--- src/rtl/grid_tick_scheduler.sv ---
// Two-player grid game sequencer: clears the grid, then on each tick marks both heads,
// probes the next cells and resolves collisions. Optional pause input via `GRID_SCHED_PAUSE_EN.
module grid_tick_scheduler #(
  parameter int TICK_CYCLES = 1000000,
  parameter int COLS        = 80,
  parameter int ROWS        = 60
) (
  input  logic        CLOCK_50,
  input  logic        reset,
  input  logic        reiniciar,
  input  logic        frame_blank,
`ifdef GRID_SCHED_PAUSE_EN
  input  logic        pause,
`endif
  input  logic [1:0]  dir1,
  input  logic [1:0]  dir2,
  output logic [12:0] mem_addr,
  output logic        mem_we,
  output logic [1:0]  mem_wdata,
  input  logic [1:0]  mem_rdata,
  output logic [6:0]  pos1_col,
  output logic [5:0]  pos1_row,
  output logic [6:0]  pos2_col,
  output logic [5:0]  pos2_row,
  output logic        game_over,
  output logic [1:0]  winner,
  output logic        busy
);
  localparam int CW    = (TICK_CYCLES > 1) ? $clog2(TICK_CYCLES) : 1;
  localparam int CELLS = ROWS * COLS;

  typedef enum logic [3:0] {
    S_CLEAR, S_WAIT, S_MARK1, S_MARK2, S_RD1, S_RD2, S_CAP2, S_RESOLVE, S_OVER
  } state_t;

  state_t        state_q, state_d;
  logic [12:0]   clr_idx_q, clr_idx_d;
  logic [6:0]    clr_col_q, clr_col_d;
  logic [5:0]    clr_row_q, clr_row_d;
  logic [CW-1:0] tick_q, tick_d;
  logic          pend_q, pend_d;
  logic          blank_q;
  logic [6:0]    p1c_q, p1c_d, p2c_q, p2c_d, n1c_q, n1c_d, n2c_q, n2c_d;
  logic [5:0]    p1r_q, p1r_d, p2r_q, p2r_d, n1r_q, n1r_d, n2r_q, n2r_d;
  logic [1:0]    cell1_q, cell1_d, cell2_q, cell2_d, winner_q, winner_d;
  logic [12:0]   addr_c;
  logic [1:0]    wdata_c;
  logic          we_c, run, wrap, border, hit1, hit2, same, hold_rst;

  function automatic logic [12:0] cell_addr(input logic [6:0] c, input logic [5:0] r);
    return 13'(int'(r) * COLS + int'(c));
  endfunction

  function automatic logic [12:0] step_head(input logic [6:0] c, input logic [5:0] r,
                                            input logic [1:0] d);
    logic [6:0] nc;
    logic [5:0] nr;
    nc = c;
    nr = r;
    case (d)
      2'd0:    nc = c + 7'd1;
      2'd1:    nr = r + 6'd1;
      2'd2:    nc = c - 7'd1;
      default: nr = r - 6'd1;
    endcase
    return {nc, nr};
  endfunction

  assign run = (state_q != S_CLEAR) && (state_q != S_OVER)
`ifdef GRID_SCHED_PAUSE_EN
               && !pause
`endif
               ;
  assign wrap   = run && (tick_q == CW'(TICK_CYCLES - 1));
  assign border = (clr_row_q < 6'd2) || (int'(clr_row_q) > ROWS - 3) ||
                  (clr_col_q < 7'd2) || (int'(clr_col_q) > COLS - 3);
  assign same   = (n1c_q == n2c_q) && (n1r_q == n2r_q);
  assign hit1   = (cell1_q != 2'd0) || same;
  assign hit2   = (cell2_q != 2'd0) || same;

  always_comb begin
    state_d   = state_q;
    clr_idx_d = clr_idx_q;
    clr_col_d = clr_col_q;
    clr_row_d = clr_row_q;
    p1c_d = p1c_q;  p1r_d = p1r_q;  p2c_d = p2c_q;  p2r_d = p2r_q;
    n1c_d = n1c_q;  n1r_d = n1r_q;  n2c_d = n2c_q;  n2r_d = n2r_q;
    cell1_d  = cell1_q;
    cell2_d  = cell2_q;
    winner_d = winner_q;
    addr_c   = 13'd0;
    wdata_c  = 2'd0;
    we_c     = 1'b0;
    tick_d   = run ? (wrap ? '0 : tick_q + CW'(1)) : tick_q;
    pend_d   = wrap ? 1'b1 : ((state_q == S_WAIT) ? 1'b0 : pend_q);
    case (state_q)
      S_CLEAR: begin
        addr_c  = clr_idx_q;
        wdata_c = border ? 2'd3 : 2'd0;
        if (frame_blank) begin
          we_c = 1'b1;
          if (clr_idx_q == 13'(CELLS - 1)) begin
            state_d = S_WAIT;
          end else begin
            clr_idx_d = clr_idx_q + 13'd1;
            if (int'(clr_col_q) == COLS - 1) begin
              clr_col_d = 7'd0;
              clr_row_d = clr_row_q + 6'd1;
            end else begin
              clr_col_d = clr_col_q + 7'd1;
            end
          end
        end
      end
      S_WAIT: if (pend_q) begin
        {n1c_d, n1r_d} = step_head(p1c_q, p1r_q, dir1);
        {n2c_d, n2r_d} = step_head(p2c_q, p2r_q, dir2);
        state_d = S_MARK1;
      end
      S_MARK1: begin
        addr_c  = cell_addr(p1c_q, p1r_q);
        wdata_c = 2'd1;
        we_c    = frame_blank;
        if (frame_blank) state_d = S_MARK2;
      end
      S_MARK2: begin
        addr_c  = cell_addr(p2c_q, p2r_q);
        wdata_c = 2'd2;
        we_c    = frame_blank;
        if (frame_blank) state_d = S_RD1;
      end
      S_RD1: begin
        addr_c = cell_addr(n1c_q, n1r_q);
        if (frame_blank) state_d = S_RD2;
      end
      // read data is trusted only if the previous cycle owned the port; otherwise re-probe
      S_RD2: begin
        addr_c = cell_addr(n2c_q, n2r_q);
        if (frame_blank) begin
          if (blank_q) begin
            cell1_d = mem_rdata;
            state_d = S_CAP2;
          end else begin
            state_d = S_RD1;
          end
        end
      end
      S_CAP2: begin
        addr_c = cell_addr(n2c_q, n2r_q);
        if (frame_blank) begin
          if (blank_q) begin
            cell2_d = mem_rdata;
            state_d = S_RESOLVE;
          end else begin
            state_d = S_RD1;
          end
        end
      end
      S_RESOLVE: begin
        if (!hit1 && !hit2) begin
          p1c_d = n1c_q;  p1r_d = n1r_q;
          p2c_d = n2c_q;  p2r_d = n2r_q;
          state_d = S_WAIT;
        end else begin
          winner_d = (hit1 && hit2) ? 2'd3 : (hit1 ? 2'd2 : 2'd1);
          state_d  = S_OVER;
        end
      end
      S_OVER:  state_d = S_OVER;
      default: state_d = S_CLEAR;
    endcase
  end

  always_ff @(posedge CLOCK_50) begin
    if (reset || reiniciar) begin
      state_q   <= S_CLEAR;
      clr_idx_q <= 13'd0;
      clr_col_q <= 7'd0;
      clr_row_q <= 6'd0;
      tick_q    <= '0;
      pend_q    <= 1'b0;
      blank_q   <= 1'b0;
      p1c_q <= 7'd27;  p1r_q <= 6'd30;
      p2c_q <= 7'd52;  p2r_q <= 6'd30;
      n1c_q <= 7'd0;   n1r_q <= 6'd0;
      n2c_q <= 7'd0;   n2r_q <= 6'd0;
      cell1_q  <= 2'd0;
      cell2_q  <= 2'd0;
      winner_q <= 2'd0;
    end else begin
      state_q   <= state_d;
      clr_idx_q <= clr_idx_d;
      clr_col_q <= clr_col_d;
      clr_row_q <= clr_row_d;
      tick_q    <= tick_d;
      pend_q    <= pend_d;
      blank_q   <= frame_blank;
      p1c_q <= p1c_d;  p1r_q <= p1r_d;
      p2c_q <= p2c_d;  p2r_q <= p2r_d;
      n1c_q <= n1c_d;  n1r_q <= n1r_d;
      n2c_q <= n2c_d;  n2r_q <= n2r_d;
      cell1_q  <= cell1_d;
      cell2_q  <= cell2_d;
      winner_q <= winner_d;
    end
  end

  // a restart request silences the grid port in the very cycle it is raised
  assign hold_rst  = reset | reiniciar;
  assign mem_we    = we_c & ~hold_rst;
  assign mem_wdata = mem_we ? wdata_c : 2'd0;
  assign mem_addr  = hold_rst ? 13'd0 : addr_c;
  assign pos1_col  = p1c_q;
  assign pos1_row  = p1r_q;
  assign pos2_col  = p2c_q;
  assign pos2_row  = p2r_q;
  assign winner    = winner_q;
  assign game_over = (state_q == S_OVER);
  assign busy      = (state_q != S_WAIT) && (state_q != S_OVER);

endmodule

--- config.mk ---
export PLATFORM = sky130hd
export DESIGN_NAME = grid_tick_scheduler
export DESIGN_NICKNAME = d
export VERILOG_FILES = /design/src/rtl/grid_tick_scheduler.sv
export SDC_FILE = /design/constraint.sdc
export NUM_CORES = 1
export LEC_CHECK = 0
export ABC_AREA = 1
export BUFFER_PORTS_ARGS = -buffer_cell sky130_fd_sc_hd__buf_2
export CAP_MARGIN = 20
export CORE_MARGIN = 2
export CORE_UTILIZATION = 50
export CTS_CLUSTER_DIAMETER = 150
export DETAILED_ROUTE_END_ITERATION = 12
export GPL_ROUTABILITY_DRIVEN = 0
export PLACE_DENSITY = 0.68
export SYNTH_ARGS = -nofsm -noshare
export SYNTH_HDL_FRONTEND = slang
export SYNTH_SLANG_ARGS = --single-unit
--- constraint.sdc ---
create_clock -name CLOCK_50 -period 3.9 [get_ports CLOCK_50]
set_input_delay 0.78 -clock CLOCK_50 [delete_from_list [all_inputs] [get_ports CLOCK_50]]
set_output_delay 0.78 -clock CLOCK_50 [all_outputs]
set_load 0.01 [all_outputs]
## Yosys cells after proc, flatten, opt, wreduce, memory -nomap -nowiden

Cells that the tools add are included.

| word-level totals | value |
|---|---|
| bits in registers | 110 |
| input bits | 10 |
| word-level logic and storage cells | 136 |

| cells by class | value |
|---|---|
| add/subtract/negate cells | 16 |
| multiply operators | 4 |
| $lt $le $gt $ge | 4 |
| equal/unequal tests | 27 |
| mux-type cells | 29 |
| bitwise logic cells | 5 |
| reductions and logical operators | 33 |

Operators with widths:

| operator | count |
|---|---|
| $pmux 13 s5 | 1 |
| $add 13x7->13 | 4 |
| $mul 6x3->9 const B | 4 |
| $mux 4 | 9 |
| $pmux 4 s9 | 1 |
| $pmux 7 s2 | 2 |
| $pmux 6 s2 | 2 |
| $add 7x1->7 const B | 3 |
| $add 20x1->20 const B | 1 |
| $eq 20x20->1 const B | 1 |
| $mux 20 | 1 |
| $add 6x1->6 const B | 3 |
| $eq 4x3->1 const B | 4 |
| $ne 2x2->1 const B | 8 |
| $sub 7x1->7 const B | 2 |
| $add 13x1->13 const B | 1 |
| $eq 13x13->1 const B | 1 |
| $mux 13 | 1 |
| $mux 2 | 6 |
| $sub 6x1->6 const B | 2 |
| $reduce_and 3->1 | 3 |
| $eq 4x2->1 const B | 2 |
| $reduce_and 8->1 | 1 |
| $reduce_or 2->1 | 4 |
| 29 further kinds | 51 |

## Depth between registers and ports, before layout

| logic depth | value |
|---|---|
| word-level depth | 7 |
| depth in mapped cells | 14 |
| depth with buffers taken out | 14 |

## Worst setup path after synthesis

OpenSTA, ideal clock, no wires.

| timing path | value |
|---|---|
| path kind | flip-flop to output port |
| start point | register p2r_q[1] (netlist: pos2_row[1]) |
| end point | output port mem_addr[11] |
| arrival time | 2.333 ns |
| required time | 3.120 ns |
| path slack | 0.787 ns |
| cell stages (with the launch flop) | 14 |
| buffers on the path | 0 |
| path through | dfxtp_1 -> ha_1 -> ha_1 -> fa_1 -> nand2_1 -> nor2_1 -> nand2_1 -> a21oi_1 -> nand2_1 -> nand2_1 -> nand3_1 -> nand3_1 -> nor2_1 -> nor2_1 |

| on the way | value |
|---|---|
| word-level cells in the longest chain between the ends | 4 |

RTL lines:

| element | line | RTL |
|---|---|---|
| start, declared | 44 | `logic [5:0] p1r_q, p1r_d, p2r_q, p2r_d, n1r_q, n1r_d, n2r_q, n2r_d;` |
| start signal, assigned | 199 | `p2c_q <= p2c_d; p2r_q <= p2r_d;` |
| $mul 6x3->9 | 51 | `return 13'(int'(r) * COLS + int'(c));` |
| $add 13x7->13 | 51 |  |
| $pmux 13 s5 | 96 | `case (state_q)` |
| $mux 13 | 212 | `assign mem_addr = hold_rst ? 13'd0 : addr_c;` |
| end, declared | 17 | `output logic [12:0] mem_addr,` |

No other way between the ends.

## Worst setup path after layout

| timing path | value |
|---|---|
| start point | register p1r_q[1] (netlist: pos1_row[1]) |
| end point | output port mem_addr[9] |

| on the way | value |
|---|---|
| word-level cells in the longest chain between the ends | 4 |

RTL lines:

| element | line | RTL |
|---|---|---|
| start, declared | 44 |  |
| start signal, assigned | 198 | `p1c_q <= p1c_d; p1r_q <= p1r_d;` |
| $mul 6x3->9 | 51 |  |
| $add 13x7->13 | 51 |  |
| $pmux 13 s5 | 96 |  |
| $mux 13 | 212 |  |

No other way between the ends.

==> impl_metrics.py <==
metrics = {
    "run_status": {
        "status": "complete, no violations",
    },
    "synthesis": {
        "yosys.area_share.simple": 0.289,
        "synthAdderAreaFrac": 0.133,
        "synth_compound_area_frac": 0.178,
        "synth_xor_area_frac": 0.0506,
        "yosys_most_used_dff": "dfxtp_1",
        "synth-seq-cells": 110,
        "synth_top_family_by_area": "simple AND/OR/NAND/NOR gates",
        "syn_avg_cell_area_um2": 6.79,
        "ys_seq_area_frac": 0.265,
        "yosysWarnings": 0,
        "async_flop_share": 0,
        "synth-edff-count": 0,
        "muxShareOfSynthArea": 0,
        "synth_cell_type_count": 45,
        "syn_nets": 1315,
        "synthCells": 1224,
        "synth_area_um2": 8310,
    },
    "power_and_ir_drop": {
        "swShare": 0.240,
        "ir_drop_v": 0.000216,
        "switchingPower_mw": 0.556,
        "combPwrFrac": 0.063,
        "p_leak_nw": 3.86,
        "power_mw": 2.32,
        "internal_power_mw": 1.76,
        "pwr-share-clk": 0.450,
        "p_per_area_nw_per_um2": 254,
        "seqPwrFrac": 0.486,
    },
    "setup_path": {
        "critPathKind": "reg2out",
        "crit_chain": "ha_1 -> ha_1 -> fa_1 -> nand2_1 -> nor2_1 -> nand2_1 -> a21oi_2 -> nor2_1 -> nand2_1 -> o21ai_0 -> nor3_1 -> nor2_1 -> buf_2",
        "crit_path_end_kind": "output pin",
        "slowest_stage": "fa_1",
        "critPathMaxFanout": 7,
        "required_ps": 3120,
        "cp_num_buf_inv": 1,
        "crit_path_max_incr_delay_ps": 550,
        "cp.arrival_ps": 2930,
        "critPathLaunchType": "flop",
        "critical-path-top-delay-family": "adder cells",
    },
    "floorplanning": {
        "dieArea_um2": 17700,
        "die_h_um": 133,
        "die_w_um": 133,
        "initial_core_util": 0.507,
        "core_um2": 16400,
        "io_pins": 56,
        "rows": 47,
    },
    "global_route": {
        "grt_max_degree": 56,
        "grt_pass1_vias": 7625,
        "met1_usage": 0.369,
        "antenna_found_initial": 0,
        "grt.met2_usage": 0.432,
        "top_usage_layer": "met2",
        "grt_util_all_layers": 0.268,
        "grt_pass1_wl_mm": 38.3,
        "gr-total-overflow": 0,
        "grt_util_met3": 0.0364,
    },
    "drt": {
        "avgViaCountPerCell": 5.49,
        "wirelength_mm": 23.1,
        "vias": 8198,
        "first_iter_violations": 623,
        "wire_per_inst_um": 15.5,
        "ant_nets": 0,
        "drt-pass1-iter-count": 5,
        "drc": 0,
    },
    "timing": {
        "setup_ws_ps": 188,
        "clock.fmax_mhz": 269,
        "finalHoldViolations": 0,
        "finalClockSkew_ps": 9.40,
        "rsz0062_at_grt": "true",
        "setup_viol": 0,
        "min_period_ps": 3710,
        "slew_violations": 0,
        "fin_crit_sh": 0.952,
        "relSlewSlack": 0.443,
        "worst_slew_pin_slew_ps": 834,
        "fin_tns_setup_ps": 0,
    },
    "place": {
        "dpl.cell_count": 1476,
        "hpwl_mm": 17.3,
        "io_buffers": 55,
        "pre_cts_ws_ps": 427,
    },
    "clocking": {
        "cts-hold-fix-buffers": 0,
        "clockBufferDepth": 2,
        "cts_sinks": 110,
        "clkTransAtPathRegs_ps": 80,
        "cts_tree": "yes",
        "cts.root.buffer_cell": "clkbuf_16",
        "clk-insertion-delay-late_ps": 360,
        "htreeDepth": 3,
        "cts_buffers": 9,
    },
    "hold_path": {
        "hold_path_class": "reg2reg",
    },
    "cells_and_area": {
        "fin_util": 0.555,
        "drive_above_1_share": 0.107,
        "syn_to_final_growth_pct": 9.67,
        "diodes": 0,
        "nets": 1358,
        "fin_cells": 1492,
    },
    "flow_run": {
        "cap_violations": 0,
    },
}
[power by group through the flow]
stage | registers [mW] | clock network, mW | logic [mW]
floorplan | 1.15 | 0 | 0.109
global placement | 1.15 | 0 | 0.145
detailed placement | 1.15 | 0 | 0.145
CTS | 1.13 | 1.06 | 0.146
global route | 1.13 | 1.10 | 0.165
finish | 1.13 | 1.04 | 0.146
[layout make-up]
| cell class | instances | area [um^2] |
|---|---|---|
| Timing Repair Buffer | 64 | 343 |
| Sequential cell | 110 | 2210 |
| Inverter | 141 | 529 |
| Tap cell | 220 | 275 |
| Fill cell | 1652 | 7290 |
| Clock buffer | 10 | 239 |
| Clock inverter | 6 | 91.3 |
| Multi-Input combinational cell | 941 | 5430 |
[kinds of logic after synthesis]
| kind of cell | after synthesis |
|---|---|
| and+or+nand+nor | 545 |
| AOI/OAI and AO/OA | 267 |
| buffers and inverters | 173 |
| DFF | 110 |
| adders and majority gates | 81 |
| xor gates and xnor gates | 48 |
[tightest hold or removal path, stage by stage, from the launching register on]
cell and delay (ps):
dfxtp_1 310, nand2_1 60, a21oi_1 50
[cells in the final DEF, fill, tap and decap left out, types with 12 or more instances in the layout]
| master | n |
|---|---|
| xor2_1 | 25 |
| buf_2 | 55 |
| nand4_1 | 20 |
| o21ai_1 | 12 |
| ha_1 | 69 |
| dfxtp_1 | 105 |
| nor2_1 | 90 |
| o211ai_1 | 22 |
| fa_1 | 12 |
| o21ai_0 | 54 |
| inv_1 | 129 |
| inv_2 | 12 |
| xnor2_1 | 23 |
| nand3_1 | 81 |
| a21oi_1 | 141 |
| nor3_1 | 23 |
| nand2_1 | 293 |
[per-stage QoR]
| step | hold WS, ps | instance area (um^2) |
|---|---|---|
| final | 459 | 9110 |
| after global routing | 479 | 9110 |
| after CTS | 462 | 9100 |
| after detailed placement | 450 | 8770 |
| after global placement | 446 | 8770 |
| after floorplan | 454 | 8310 |
[per-layer routing]
layer / vias up / wire [um]
li1: 4194 / -
met5: - / 0
met2: 240 / 10400
met4: 0 / 547
met3: 40 / 1360
met1: 3724 / 10900
[synthesized netlist by cell type (all sizes together), types with 5 or more instances]
cell	number	share of area
buf	18	0.014
o22ai	5	0.0038
nor3	25	0.017
nand2	302	0.14
clkbuf	14	0.0063
dfxtp	110	0.26
a21oi	144	0.087
xnor2	23	0.024
o211ai	22	0.020
inv	141	0.064
fa	12	0.029
a31oi	5	0.0038
nand4	21	0.017
nor2	105	0.056
nand3	84	0.053
ha	69	0.10
xor2	25	0.026
a221oi	5	0.0053
o21ai	68	0.042
[state kept, by name, summed over array words and instances (netlist names), 7 cells and up]
signal	flops
clr_col_q	7
clr_idx_q	13
n1c_q	7
n2c_q	7
pos1_col	7
pos2_col	7
tick_q	20
[final timing paths]
kind,cells past startpoint,slack [ps],to,startpoint
worst min register to register,2,460,winner[0]$_SDFFE_PN0P_,winner[0]$_SDFFE_PN0P_
worst min-delay path,2,460,winner[0]$_SDFFE_PN0P_,winner[0]$_SDFFE_PN0P_
worst max-delay path,13,190,mem_addr[9],pos1_row[1]$_SDFFE_PN1P_
worst max register to register,9,1670,pos2_row[0]$_SDFFE_PN0P_,n1r_q[5]$_SDFFE_PN0P_
[repair_timing]
item                                    CTS  global route
endpoints found under the setup margin    0             2
gates resized for setup                   0             8
setup buffers                             0             0
(Power assumes the default switching activity.)
